--- src/rtl/mem_pkg.sv ---
// mem_pkg: shared definitions for the load/store front end.
//   - funct3 encodings for loads and stores
//   - FSM state type
//   - helpers that classify a request (supported / misaligned)
//   - default RAM byte-address width

`ifndef RAM_ADDRESS_BITWIDTH
`define RAM_ADDRESS_BITWIDTH 16
`endif

package mem_pkg;

    localparam int RAM_ADDR_W_DEFAULT = `RAM_ADDRESS_BITWIDTH;

    localparam logic [2:0] F3_B  = 3'b000;
    localparam logic [2:0] F3_H  = 3'b001;
    localparam logic [2:0] F3_W  = 3'b010;
    localparam logic [2:0] F3_BU = 3'b100;
    localparam logic [2:0] F3_HU = 3'b101;

    typedef enum logic [2:0] {
        IDLE    = 3'd0,
        RD      = 3'd1,
        RD_DATA = 3'd2,
        WR      = 3'd3,
        RESP    = 3'd4
    } mem_state_t;

    // Access size lives in funct3[1:0] for both loads and stores, so the
    // alignment rule does not need to know the direction.
    function automatic logic is_misaligned(input logic [2:0] funct3,
                                           input logic [1:0] addr_lo);
        logic mis;
        mis = 1'b0;
        case (funct3[1:0])
            2'b01:   mis = addr_lo[0];
            2'b10:   mis = (addr_lo != 2'b00);
            default: mis = 1'b0;
        endcase
        return mis;
    endfunction

    function automatic logic is_supported(input logic       is_store,
                                          input logic [2:0] funct3);
        logic ok;
        if (is_store) begin
            ok = (funct3 == F3_B) || (funct3 == F3_H) || (funct3 == F3_W);
        end else begin
            ok = (funct3 == F3_B) || (funct3 == F3_H) || (funct3 == F3_W) ||
                 (funct3 == F3_BU) || (funct3 == F3_HU);
        end
        return ok;
    endfunction

endpackage

--- src/rtl/mem_lane_align.sv ---
// mem_lane_align: combinational little-endian lane handling.
// Ports:
//   funct3_i    access type (RISC-V funct3)
//   addr_lo_i   byte offset within the word
//   rdata_i     word read from RAM
//   wdata_lo_i  low halfword of the store data (SB uses [7:0])
//   load_o      selected and extended load result
//   merge_o     rdata_i with the store byte/halfword inserted at its lane

module mem_lane_align
    import mem_pkg::*;
(
    input  logic [2:0]  funct3_i,
    input  logic [1:0]  addr_lo_i,
    input  logic [31:0] rdata_i,
    input  logic [15:0] wdata_lo_i,
    output logic [31:0] load_o,
    output logic [31:0] merge_o
);

    logic [4:0]  shamt;
    logic [31:0] shifted;
    logic [31:0] mask;
    logic [31:0] ins;

    // Byte lane N occupies bits [8N+7:8N]; halfwords sit at lane 0 or 2.
    assign shamt   = {addr_lo_i, 3'b000};
    assign shifted = rdata_i >> shamt;

    always_comb begin
        load_o = '0;
        case (funct3_i)
            F3_B:    load_o = {{24{shifted[7]}}, shifted[7:0]};
            F3_H:    load_o = {{16{shifted[15]}}, shifted[15:0]};
            F3_W:    load_o = rdata_i;
            F3_BU:   load_o = {24'd0, shifted[7:0]};
            F3_HU:   load_o = {16'd0, shifted[15:0]};
            default: load_o = '0;
        endcase
    end

    always_comb begin
        mask = '0;
        ins  = '0;
        case (funct3_i[1:0])
            2'b00: begin
                mask = 32'h0000_00FF << shamt;
                ins  = {24'd0, wdata_lo_i[7:0]} << shamt;
            end
            2'b01: begin
                mask = 32'h0000_FFFF << {addr_lo_i[1], 4'b0000};
                ins  = {16'd0, wdata_lo_i} << {addr_lo_i[1], 4'b0000};
            end
            default: begin
                mask = '0;
                ins  = '0;
            end
        endcase
        merge_o = (rdata_i & ~mask) | ins;
    end

endmodule

--- src/rtl/mem_access_unit.sv ---
// mem_access_unit: load/store front end driving a synchronous-read data RAM.
// Ports:
//   clk, rst                 clock, asynchronous active-high reset
//   req_*_i / req_ready_o    request channel (one outstanding request)
//   resp_valid_o/data/exc    one-cycle response pulse, no backpressure
//   ram_we_o/address/wdata   RAM write/address/data, decoded from state
//   ram_rdata_i              RAM read data, valid the cycle after address
//   dbg_state_o              current FSM state (mem_state_t encoding)
//
// Handshake: a request transfers on a rising edge where req_valid_i and
// req_ready_o are both high. req_ready_o is high only in IDLE, so at most one
// request is in flight; req_valid_i while busy is ignored. resp_valid_o is a
// single-cycle pulse that the consumer must take.

module mem_access_unit
    import mem_pkg::*;
#(
    parameter int ADDR_W = RAM_ADDR_W_DEFAULT
) (
    input  logic              clk,
    input  logic              rst,
    input  logic              req_valid,
    output logic              req_ready,
    input  logic              req_is_store,
    input  logic [2:0]        req_funct3,
    input  logic [31:0]       req_addr,
    input  logic [31:0]       req_wdata,
    output logic              resp_valid,
    output logic [31:0]       resp_data,
    output logic              resp_exc,
    output logic              ram_we,
    output logic [ADDR_W-1:0] ram_address,
    output logic [31:0]       ram_wdata,
    input  logic [31:0]       ram_rdata,
    output logic [2:0]        dbg_state_o
);

    mem_state_t        state_q;
    logic              req_ready_q;
    logic              resp_valid_q;
    logic [31:0]       resp_data_q;
    logic              resp_exc_q;
    logic [ADDR_W-1:0] addr_q;
    logic [2:0]        funct3_q;
    logic [31:0]       wdata_q;
    logic              is_store_q;
    logic [31:0]       merge_q;

    logic              accept;
    logic              req_exc;
    logic [31:0]       load_data;
    logic [31:0]       merge_data;
    logic [ADDR_W-1:0] word_addr;

    // Address bits above the RAM width wrap silently.
    generate
        if (ADDR_W < 32) begin : g_addr_trunc
            logic unused_addr_hi;
            assign unused_addr_hi = ^req_addr[31:ADDR_W];
        end
    endgenerate

    assign accept  = req_valid && req_ready_q;
    assign req_exc = !is_supported(req_is_store, req_funct3) ||
                     is_misaligned(req_funct3, req_addr[1:0]);

    mem_lane_align u_lane_align (
        .funct3_i   (funct3_q),
        .addr_lo_i  (addr_q[1:0]),
        .rdata_i    (ram_rdata),
        .wdata_lo_i (wdata_q[15:0]),
        .load_o     (load_data),
        .merge_o    (merge_data)
    );

    always_ff @(posedge clk or posedge rst) begin
        if (rst) begin
            state_q      <= IDLE;
            req_ready_q  <= 1'b0;
            resp_valid_q <= 1'b0;
            resp_data_q  <= '0;
            resp_exc_q   <= 1'b0;
            addr_q       <= '0;
            funct3_q     <= '0;
            wdata_q      <= '0;
            is_store_q   <= 1'b0;
            merge_q      <= '0;
        end else begin
            resp_valid_q <= 1'b0;
            req_ready_q  <= 1'b0;
            case (state_q)
                IDLE: begin
                    // Ready rises one cycle after reset release; later
                    // visits to IDLE arrive with ready already set by RESP.
                    req_ready_q <= 1'b1;
                    if (accept) begin
                        req_ready_q <= 1'b0;
                        addr_q      <= req_addr[ADDR_W-1:0];
                        funct3_q    <= req_funct3;
                        wdata_q     <= req_wdata;
                        is_store_q  <= req_is_store;
                        resp_data_q <= '0;
                        resp_exc_q  <= req_exc;
                        if (req_exc) begin
                            state_q      <= RESP;
                            resp_valid_q <= 1'b1;
                        end else if (req_is_store && (req_funct3 == F3_W)) begin
                            state_q <= WR;
                        end else begin
                            state_q <= RD;
                        end
                    end
                end
                RD: begin
                    state_q <= RD_DATA;
                end
                RD_DATA: begin
                    if (is_store_q) begin
                        merge_q <= merge_data;
                        state_q <= WR;
                    end else begin
                        resp_data_q  <= load_data;
                        resp_valid_q <= 1'b1;
                        state_q      <= RESP;
                    end
                end
                WR: begin
                    resp_valid_q <= 1'b1;
                    state_q      <= RESP;
                end
                RESP: begin
                    req_ready_q <= 1'b1;
                    state_q     <= IDLE;
                end
                default: begin
                    state_q <= IDLE;
                end
            endcase
        end
    end

    // RAM controls decode from state only, so an asynchronous reset during
    // WR removes ram_we before the next edge and the RAM is left untouched.
    assign word_addr = {addr_q[ADDR_W-1:2], 2'b00};

    always_comb begin
        ram_we      = 1'b0;
        ram_address = '0;
        ram_wdata   = '0;
        case (state_q)
            RD: begin
                ram_address = word_addr;
            end
            WR: begin
                ram_we      = 1'b1;
                ram_address = word_addr;
                ram_wdata   = (funct3_q == F3_W) ? wdata_q : merge_q;
            end
            default: begin
                ram_we = 1'b0;
            end
        endcase
    end

    assign req_ready   = req_ready_q;
    assign resp_valid  = resp_valid_q;
    assign resp_data   = resp_data_q;
    assign resp_exc    = resp_exc_q;
    assign dbg_state_o = state_q;

endmodule

--- config.mk ---
export PLATFORM = sky130hd
export DESIGN_NAME = mem_access_unit
export DESIGN_NICKNAME = d
export VERILOG_FILES = /design/src/rtl/mem_pkg.sv /design/src/rtl/mem_lane_align.sv /design/src/rtl/mem_access_unit.sv
export SDC_FILE = /design/constraint.sdc
export NUM_CORES = 1
export LEC_CHECK = 0
export BUFFER_PORTS_ARGS = -buffer_cell sky130_fd_sc_hd__clkbuf_2
export CAP_MARGIN = 10
export CORE_MARGIN = 1
export CORE_UTILIZATION = 53
export DETAILED_ROUTE_END_ITERATION = 8
export GPL_TIMING_DRIVEN = 1
export PLACE_DENSITY = 0.86
export SLEW_MARGIN = 20
export SYNTH_ARGS = -nofsm -noshare
export SYNTH_HDL_FRONTEND = slang
export SYNTH_HIERARCHICAL = 1
export SYNTH_SLANG_ARGS = --single-unit
--- constraint.sdc ---
create_clock -name clk -period 5.67 [get_ports clk]
set_input_delay 1.134 -clock clk [delete_from_list [all_inputs] [get_ports clk]]
set_output_delay 1.134 -clock clk [all_outputs]
set_load 0.02 [all_outputs]
Yosys cells after proc, flatten, opt, wreduce, memory -nomap -nowiden
Index checks and enable logic that the tools add are counted.

Register bits after elaboration: 122. Input bits: 103. Output and inout port bits: 87. Logic and storage cells: 76.

Eq/ne operators: 17. Shift-type cells: 5. Multiplexer cells: 23. Bitwise logic cells: 3. Reductions and logical operators: 18.

Operator list (number): $pmux W32 S2 (3); $pmux W32 S5 (1); $mux W32 (4); $and A32 B32 Y32 (1); $not A32 Y32 (1); $or A32 B32 Y32 (1); $shl A16 B5 Y32 (1); $shl A16 B5 Y32 const A (1); $shl A8 B5 Y32 (1); $shl A8 B5 Y32 const A (1); $shr A32 B5 Y16 (1); $mux W16 (1); $eq A3 B3 Y1 const B (5); $eq A3 B2 Y1 const B (4); $pmux W3 S4 (1); $eq A3 B1 Y1 const B (3); $logic_not A3 Y1 (3); $mux W3 (3); $mux W1 (6); $logic_or A1 B1 Y1 (5); $eq A2 B1 Y1 const B (2); $ne A2 B2 Y1 const B (2); $pmux W1 S2 (2); $reduce_and A2 Y1 (2); other kinds (9) (11).

Logic depth before layout (Yosys ltp)
Gate-level depths: netlist of the first run.

Depth in word-level cells: 11. Gate-level depth with buffers: 7. Mapped depth without buffers: 6.

Modules after synthesis
The synthesis of the first run kept the hierarchy.

By module, submodules not included: mem_access_unit (times used 1, cells an instance 416, area an instance 5477.8 um^2, sequential area each 3052.9 um^2); mem_lane_align (times used 1, cells an instance 184, area an instance 1312.5 um^2, sequential area each 0.0 um^2).

Worst setup path before layout of the first run
Ideal clock, no wire load.

Path type: flip-flop to output port. Start: register state_q[2] (netlist: dbg_state_o[2]). End: output ram_wdata[22]. Data arrival time: 1.550 ns. Data required time: 4.536 ns. Path slack: 2.986 ns. Cell stages (with the launch flop): 6. Path buffers: 2. Path through: dfrtp_1 -> buf_6 -> and2b_1 -> nand2_1 -> clkbuf_1 -> a21oi_1.

Word-level cells in the longest chain between the ends: 2.

RTL lines: start: declaration (RTL line mem_access_unit.sv:38) `mem_state_t state_q;`; start signal: assignment (RTL line mem_access_unit.sv:78) `state_q <= IDLE;`; start signal: assignment (RTL line mem_access_unit.sv:105) `state_q <= RESP;`; start signal: assignment (RTL line mem_access_unit.sv:108) `state_q <= WR;`; $eq A3 B2 Y1 (RTL line mem_access_unit.sv:150) `case (state_q)`; $mux W32 (RTL line mem_access_unit.sv:150); end: declaration (RTL line mem_access_unit.sv:33) `output logic [31:0] ram_wdata,`.

No other way between the ends.

Final worst setup path of the first run
Start: register funct3_q[1]. End: output ram_wdata[11].

Word-level cells in the longest chain between the ends: 3.

RTL lines: start: declaration (RTL line mem_access_unit.sv:44) `logic [2:0] funct3_q;`; start signal: assignment (RTL line mem_access_unit.sv:99) `funct3_q <= req_funct3;`; $eq A3 B2 Y1 (RTL line mem_access_unit.sv:157) `ram_wdata = (funct3_q == F3_W) ? wdata_q : merge_q;`; $mux W32 (RTL line mem_access_unit.sv:157); $mux W32 (RTL line mem_access_unit.sv:150).

No other way between the ends.

==> impl_metrics.py, run 1 <==
metrics = {
    "routing": {
        "route.detailed.drc": 0,
        "postRouteAntennaNets": 0,
        "first_iter_violations": 505,
        "drt_pass1_iterations": 7,
        "post_drt_via_cell_ratio": 5.78,
        "wl_mm": 17.9,
        "num_vias": 5384,
        "routed_wirelength_normalized_by_instance_count_um": 19.2,
    },
    "power_and_ir_drop": {
        "p_total_uw": 4610,
        "power.ir.vdd_worst_mv": 0.436,
        "combinationalPowerShare": 0.399,
        "switching_share": 0.367,
        "power.density_cell_area_nw_per_um2": 561,
        "power_switching_uw": 1690,
        "total_leakage_power_uw": 0.00412,
        "clock_power_share": 0.255,
        "p_seq_frac": 0.347,
        "p_int_uw": 2920,
    },
    "synth": {
        "synth_sequential_area_ratio": 0.450,
        "ys_top_cells_by_area": "dfrtp_1 45%, mux2_4 12%, mux2_2 8.0%, nand2_1 6.0%, a22o_1 5.0%",
        "register_bit_total_from_synthesis": 122,
        "synth_cell_type_count": 50,
        "yosys_most_used_dff": "dfrtp_1",
        "synth.top_cell.area_share": 0.450,
        "synth_top_area_cell": "dfrtp_1",
        "ys_async_sr_fraction": 1.00,
        "synthTopCellsByCount": "122 x dfrtp_1, 109 x nand2_1, 53 x mux2_4, 48 x mux2_2, 41 x a21oi_1",
        "synth.most_common_cell": "dfrtp_1",
        "yosysWarningCount": 6,
        "syn_area_per_cell_sq_um": 11.3,
        "syn-instance-count": 600,
        "mappedNetlistArea_sq_um": 6790,
        "synth-edff-count": 0,
    },
    "cells_and_area": {
        "filler_cell_count": 895,
        "areaGrowthSynthToFinish_pct": 21.0,
        "finalNetCount": 856,
        "multiInputGateArea_sq_um": 3390,
        "antenna_fix_cells": 0,
        "sequential_cell_area_sq_um": 3050,
        "post_route_cells_drive_above_1_share": 0.448,
    },
    "clocking": {
        "ctsRootBufferMaster": "clkbuf_16",
        "cts_tree": "yes",
        "cells_resized_by_post_cts_repair": 0,
        "post_cts.repair.setup_buffers": 0,
        "cts_buf_count": 17,
        "cts_max_level": 4,
        "clk-insertion-delay-late_ns": 0.42,
        "number_of_buffers_on_the_longest_clock_path": 2,
        "clkSlewWorstSetupHoldPaths_ns": 0.06,
        "cts_hold_buffers": 0,
        "cts_num_sinks": 122,
    },
    "floorplan": {
        "rows": 40,
        "fp.dieW_um": 115,
        "ioPinCount": 190,
        "die_height_um": 115,
        "initial_core_util": 0.554,
        "coreArea_sq_um": 12300,
        "design.die.area_sq_um": 13300,
    },
    "worst_setup_path": {
        "critPathMaxFanout": 31,
        "cp_data_arrival_time_ns": 3.05,
        "endpoint_kind": "primary output",
        "rr_startpoint": "funct3_q[1]",
        "worst-r2r-cell-count": 5,
        "worst-setup-path-type": "reg -> out",
        "worst_setup_path_startpoint": "funct3_q[1]",
        "worstSetupStartpointType": "register",
        "data_required_time_of_the_worst_path_ns": 4.54,
    },
    "sta": {
        "post-route-period-util": 0.738,
        "totalNegativeSetupSlack_ns": 0,
        "fin_hold_ws_ns": 0.499,
        "tightest_slew_ns": 1.02,
        "clock-skew-final_ns": 0.0105,
        "timing_max_transition_violations_final": 0,
        "fin_crit_ns": 4.18,
        "max_clock_freq_mhz": 239,
        "finalSetupViolations": 0,
        "worst_slew_margin_rel": 0.321,
        "grt_setup_unrepaired": "false",
        "finalHoldViolCount": 0,
    },
    "global_routing": {
        "first_global_vias": 5321,
        "antenna_found_initial": 0,
        "grt_util_all_layers": 0.285,
        "grt_max_degree": 66,
        "overflow": 0,
        "grt_first_pass_wirelength_mm": 28.3,
    },
    "place": {
        "port-buffer-count": 171,
        "globalplace.congestion": 0.914,
        "dpl.hpwl_mm": 12.8,
    },
    "worst_hold_path": {
        "min_path_cells": 1,
        "min-delay-path-class": "reg -> reg",
        "hold_start": "addr_q[7]",
    },
    "run_status": {
        "status": "finished clean",
    },
    "run": {
        "maxcap_violations": 0,
    },
}
## kinds of logic after synthesis
family          synth area share
simple gates               0.121
flops                      0.450
fa+ha+maj                0.00553
other cells             0.000552
mux                        0.223
buf+inv                   0.0533
compound gates             0.148
## sequential cells by signal, indices dropped and copies added, names as in the netlist
register and count:
resp_exc 1, is_store_q 1, dbg_state_o 3, addr_q 16, req_ready 1, resp_valid 1, merge_q 32, wdata_q 32
funct3_q 3, resp_data 32
## area by class of cell
type / instances / share of cell area
multi-input combinational: 427 / 0.413
inverter: 7 / 0.00350
tap: 168 / 0.0256
clock inverter: 13 / 0.0233
timing repair buffer: 175 / 0.108
clock buffer: 19 / 0.0551
sequential: 122 / 0.372
## final timing paths
path	end	slack, ns
max in group asynchronous	merge_q[24]	3.60
worst min-delay path	addr_q[7]	0.50
worst max register to register	merge_q[9]	2.97
worst min register to register	addr_q[7]	0.50
min in group asynchronous	resp_data[4]	0.86
worst max-delay path	ram_wdata[11]	1.49
## placed cells by master (no fill, tap or decap), types with 10 or more instances in the layout
cell,count
clkbuf_2,171
dfrtp_1,122
nand2_1,107
mux2_4,53
mux2_2,48
a21oi_1,41
a22o_1,39
clkbuf_16,17
nor2_1,16
a21o_2,16
a22oi_1,16
and2_1,15
mux2i_1,13
nor2b_1,10
## metal layers
| metal | up-vias | global-route usage | wire, um |
|---|---|---|---|
| met4 | 0 | 0.126 | 646 |
| met5 | - | 0 | 0 |
| met2 | 301 | 0.453 | 8320 |
| li1 | 2436 | - | - |
| met3 | 60 | 0.0780 | 1370 |
| met1 | 2587 | 0.366 | 7510 |
## power by group through the flow
stage                     Clock (uW)  Combinational (uW)  Sequential (uW)
after detailed placement           0                1820             1590
after global routing            1220                1990             1640
after floorplan                    0                1560             1480
final                           1170                1840             1600
after global placement             0                1760             1570
after CTS                       1190                1830             1590
## worst max-delay path, stage by stage (launching register included)
cell and delay, ns:
dfrtp_1 1.01, nor3b_2 0.63, buf_4 0.39, nand2_1 0.09, a21oi_1 0.25, clkbuf_2 0.23
## through the flow
step,setup slack (ns),cell area [sq um],cells,utilization
after CTS,1.51,8210,931,0.669
final,1.49,8210,931,0.670
after global placement,2.03,7560,899,0.617
after global routing,1.31,8210,931,0.670
after floorplan,1.29,6790,601,-
after detailed placement,1.96,7560,899,0.617
No activity file was read; power rests on OpenSTA's default activity.
==> run 2, diff against run 1 <==
- clock period: 5.67 -> 4.1 ns (I/O delays scaled with it)
==> impl_metrics.py, run 2 (synthesis gave the netlist of run 1 again) <==
metrics = {
    "run_status": {
        "status": "finished clean",
    },
    "worst_hold_path": {
        "min-delay-path-class": "reg -> reg",
        "hold_start": "resp_data[28]",
    },
    "cells_and_area": {
        "areaGrowthSynthToFinish_pct": 20.5,
        "finalNetCount": 859,
        "layout.cells.most_common": "clkbuf_2",
        "multiInputGateArea_sq_um": 3390,
        "most-common-layout-cells": "171 x clkbuf_2, 122 x dfrtp_1, 108 x nand2_1",
        "antenna_fix_cells": 0,
        "filler_cell_count": 899,
        "final_cell_area_sq_um": 8180,
        "sequential_cell_area_sq_um": 3050,
        "post_route_cells_drive_above_1_share": 0.448,
    },
    "clocking": {
        "clkSlewWorstSetupHoldPaths_ns": 0.05,
        "post_cts.repair.setup_buffers": 0,
        "cts_buf_count": 17,
        "number_of_buffers_on_the_longest_clock_path": 2,
        "cts_max_level": 4,
        "cts_tree": "yes",
        "cts_num_sinks": 122,
        "cells_resized_by_post_cts_repair": 0,
        "ctsRootBufferMaster": "clkbuf_16",
        "cts_hold_buffers": 0,
        "clk-insertion-delay-late_ns": 0.42,
    },
    "worst_setup_path": {
        "critical_path.reg2reg.endpoint": "merge_q[15]",
        "setup.reg_to_reg.worst_slack_ns": 1.56,
        "cp_data_arrival_time_ns": 2.57,
        "worst_setup_path_startpoint": "funct3_q[1]",
        "endpoint_kind": "primary output",
        "worst-setup-path-type": "reg -> out",
        "worstSetupStartpointType": "register",
        "data_required_time_of_the_worst_path_ns": 3.28,
        "rr_startpoint": "addr_q[0]",
        "critPathMaxFanout": 31,
        "worst-r2r-cell-count": 5,
        "crit_path_end": "ram_wdata[11]",
    },
    "global_routing": {
        "grt_util_all_layers": 0.287,
        "overflow": 0,
        "first_global_vias": 5354,
        "grt_first_pass_wirelength_mm": 28.2,
        "antenna_found_initial": 0,
        "grt_max_degree": 72,
    },
    "sta": {
        "totalNegativeSetupSlack_ns": 0,
        "tightest_slew_ns": 0.958,
        "finalSetupViolations": 0,
        "clock-skew-final_ns": 0.00902,
        "max_clock_freq_mhz": 295,
        "grt_setup_unrepaired": "false",
        "fin_ws_ns": 0.713,
        "post-route-period-util": 0.826,
        "worst_slew_margin_rel": 0.362,
        "finalHoldViolCount": 0,
        "fin_crit_ns": 3.39,
        "timing_max_transition_violations_final": 0,
    },
    "place": {
        "globalplace.congestion": 0.921,
        "placed_cell_area_sq_um": 7590,
        "dpl.hpwl_mm": 12.9,
        "port-buffer-count": 171,
        "pre_cts_slack_ns": 1.17,
    },
    "routing": {
        "wl_mm": 18.0,
        "route.detailed.drc": 0,
        "drt_pass1_iterations": 6,
        "num_vias": 5437,
        "first_iter_violations": 502,
        "post_drt_via_cell_ratio": 5.82,
        "routed_wirelength_normalized_by_instance_count_um": 19.3,
        "postRouteAntennaNets": 0,
    },
    "power_and_ir_drop": {
        "power.density_cell_area_nw_per_um2": 763,
        "total_leakage_power_uw": 0.00411,
        "power.ir.vdd_worst_mv": 0.604,
    },
    "floorplan": {
        "initial_core_util": 0.554,
        "die_height_um": 115,
        "ioPinCount": 190,
        "fp.dieW_um": 115,
        "coreArea_sq_um": 12300,
        "rows": 40,
        "design.die.area_sq_um": 13300,
    },
    "run": {
        "maxcap_violations": 0,
    },
}
## run 2: cell types whose count changed in the layout (fill, tap and decap cells not counted), sizes merged
cell	previous run	this run
buf	4	7
bufinv	4	2
clkbuf	190	192
clkinv	5	6
inv	8	7
## run 2: worst min path at each step
stage	cells after the start	slack, ns	to
after floorplan	1	0.47	addr_q[13]
after global placement	1	0.48	addr_q[10]
after detailed placement	1	0.49	addr_q[9]
after CTS	1	0.51	resp_data[28]
after global routing	1	0.51	resp_data[7]
final	1	0.50	resp_data[28]
## run 2: cell type report
cell class | instances | share of cell area
clock buffer | 21 | 0.0575
clock inverter | 11 | 0.0147
inverter | 7 | 0.00352
multi-input combinational | 427 | 0.414
sequential | 122 | 0.373
tap | 168 | 0.0257
timing repair buffer | 178 | 0.111
## run 2: layer usage
layer | vias to the layer above | track usage | part of all wire
met5 | - | 0 | 0
li1 | 2445 | - | -
met2 | 314 | 0.453 | 0.46
met3 | 63 | 0.0680 | 0.077
met4 | 0 | 0.160 | 0.041
met1 | 2615 | 0.365 | 0.42
## run 2: power breakdown
| group | internal (uW) | switching, uW |
|---|---|---|
| clock network | 938 | 544 |
| logic | 1300 | 1290 |
| registers | 1690 | 486 |
## run 2: critical path: stages (launching register included)
cell	delay, ns
dfrtp_1	0.32
buf_4	0.30
nor3b_2	0.55
buf_4	0.39
nand2_1	0.10
a21oi_1	0.25
clkbuf_2	0.23
## run 2: stage by stage
step	std cells	total power (uW)	utilization	hold WS [ns]
2_1_floorplan	601	4210	-	0.472
3_3_place_gp	902	4610	0.619	0.482
3_5_place_dp	902	4720	0.619	0.488
4_1_cts	934	6240	0.667	0.507
5_1_grt	934	6570	0.667	0.515
6_report	934	6240	0.667	0.499
==> run 3, diff against run 2 <==
- ABC_AREA: not set -> 1
- CORE_UTILIZATION: 53 -> 48
- PLACE_DENSITY: 0.86 -> 0.82
- clock period: 4.1 -> 2.9 ns (I/O delays scaled with it)
==> impl_metrics.py, run 3 <==
metrics = {
    "power_and_ir_drop": {
        "power.density_cell_area_nw_per_um2": 1090,
        "power.ir.vdd_worst_mv": 0.499,
        "total_leakage_power_uw": 0.00467,
    },
    "synth": {
        "mappedNetlistArea_sq_um": 6820,
        "syn_area_per_cell_sq_um": 7.10,
        "yosysWarningCount": 6,
        "syn-instance-count": 960,
        "synth.most_common_cell": "nand2_1",
        "ys_async_sr_fraction": 1.00,
        "synth_cell_type_count": 26,
        "synth_sequential_area_ratio": 0.448,
        "synth.top_cell.area_share": 0.448,
        "synth-edff-count": 0,
        "ys_top_cells_by_area": "dfrtp_1 45%, nand2_1 22%, nand3_1 7.6%, o21ai_0 6.7%, inv_1 4.5%",
        "yosys_most_used_dff": "dfrtp_1",
        "register_bit_total_from_synthesis": 122,
        "synth_top_area_cell": "dfrtp_1",
        "synthTopCellsByCount": "394 x nand2_1, 122 x dfrtp_1, 103 x nand3_1, 91 x o21ai_0, 81 x inv_1",
    },
    "clocking": {
        "ctsRootBufferMaster": "clkbuf_16",
        "clkSlewWorstSetupHoldPaths_ns": 0.05,
        "cts_buf_count": 17,
        "number_of_buffers_on_the_longest_clock_path": 2,
        "cts_tree": "yes",
        "clk-insertion-delay-late_ns": 0.42,
        "cts_hold_buffers": 0,
        "cells_resized_by_post_cts_repair": 0,
        "post_cts.repair.setup_buffers": 0,
        "cts_max_level": 4,
        "cts_num_sinks": 122,
    },
    "global_routing": {
        "antenna_found_initial": 0,
        "first_global_vias": 6161,
        "overflow": 0,
        "grt_max_degree": 66,
        "grt_util_all_layers": 0.275,
        "grt_first_pass_wirelength_mm": 30.8,
    },
    "place": {
        "globalplace.congestion": 0.963,
        "dpl.hpwl_mm": 14.1,
        "port-buffer-count": 171,
    },
    "routing": {
        "postRouteAntennaNets": 0,
        "first_iter_violations": 556,
        "routed_wirelength_normalized_by_instance_count_um": 14.6,
        "wl_mm": 19.0,
        "post_drt_via_cell_ratio": 5.07,
        "drt_pass1_iterations": 6,
        "route.detailed.drc": 0,
        "num_vias": 6602,
    },
    "floorplan": {
        "ioPinCount": 190,
        "die_height_um": 121,
        "rows": 43,
        "coreArea_sq_um": 13900,
        "fp.dieW_um": 121,
        "initial_core_util": 0.491,
        "design.die.area_sq_um": 14700,
    },
    "worst_setup_path": {
        "critPathMaxFanout": 14,
        "cp_data_arrival_time_ns": 2.10,
        "data_required_time_of_the_worst_path_ns": 2.32,
        "worst-setup-path-type": "reg -> out",
        "endpoint_kind": "primary output",
        "worstSetupStartpointType": "register",
    },
    "cells_and_area": {
        "most-common-layout-cells": "394 x nand2_1, 171 x clkbuf_2, 122 x dfrtp_1",
        "sequential_cell_area_sq_um": 3050,
        "filler_cell_count": 1331,
        "layout.cells.most_common": "nand2_1",
        "antenna_fix_cells": 0,
        "areaGrowthSynthToFinish_pct": 23.2,
        "finalNetCount": 1216,
        "post_route_cells_drive_above_1_share": 0.226,
        "multiInputGateArea_sq_um": 3120,
    },
    "worst_hold_path": {
        "min-delay-path-class": "in -> async",
    },
    "sta": {
        "max_clock_freq_mhz": 373,
        "clock-skew-final_ns": 0.00459,
        "fin_crit_ns": 2.68,
        "totalNegativeSetupSlack_ns": 0,
        "tightest_slew_ns": 0.851,
        "post-route-period-util": 0.923,
        "finalHoldViolCount": 0,
        "timing_max_transition_violations_final": 0,
        "worst_slew_margin_rel": 0.432,
        "grt_setup_unrepaired": "false",
        "finalSetupViolations": 0,
        "fin_hold_ws_ns": 0.222,
    },
    "run": {
        "maxcap_violations": 0,
    },
    "run_status": {
        "status": "finished clean",
    },
}
[run 3: power breakdown]
group	switching (uW)	internal, uW
logic	2610	1110
registers	558	2460
clock network	750	1660
total	3920	5230
[run 3: final cells by class]
| type | instances | area share |
|---|---|---|
| multi-input combinational | 698 | 0.372 |
| sequential | 122 | 0.363 |
| timing repair buffer | 180 | 0.116 |
| clock buffer | 21 | 0.0548 |
| inverter | 91 | 0.0418 |
| tap | 180 | 0.0268 |
| clock inverter | 11 | 0.0258 |
[run 3: kinds of logic (layout without fill, tap and decap cells)]
kind of cell,count (synthesis),after routing,share of synthesized area
and+or+nand+nor,560,560,0.351
buffers and inverters,141,303,0.0960
AOI/OAI and AO/OA,133,133,0.0996
DFF,122,122,0.448
adders and majority gates,3,3,0.00551
other,1,2,0.000550
[run 3: path summary, 6_finish.rpt]
path / from / to / slack [ns] / depth (start not counted)
setup / recovery: dbg_state_o[2] / ram_wdata[28] / 0.22 / 7
hold / removal: rst / merge_q[27] / 0.22 / 2
setup reg to reg: addr_q[0] / resp_data[19] / 0.78 / 9
hold reg to reg: wdata_q[24] / wdata_q[24] / 0.46 / 2
max in group asynchronous: rst / resp_data[13] / 1.83 / 4
min in group clk: req_wdata[24] / wdata_q[24] / 0.36 / 3
[run 3: worst max-delay path, stage by stage (launching register included)]
cell	delay, ns
dfrtp_1	0.45
nor2_1	0.16
nand2_1	0.14
clkinvlp_4	0.22
buf_4	0.24
o21ai_0	0.11
a21oi_1	0.14
clkbuf_2	0.21
[run 3: per-stage QoR]
stage               setup WS, ns  cells  power [uW]  cell area (sq um)   util
floorplan                  0.782    961        5820               6830      -
global placement           0.647   1271        6620               7720  0.556
detailed placement         0.623   1271        6740               7720  0.556
CTS                        0.141   1303        9170               8400  0.605
global route              0.0356   1303        9860               8400  0.605
finish                     0.222   1303        9150               8400  0.605
[run 3: per-layer routing]
metal  wire, um  vias up  GRT usage
met5          0        -          0
met1       8150     3001      0.360
met3       1590       27     0.0710
met2       9000      253      0.444
met4        303        0     0.0903
li1           -     3321          -
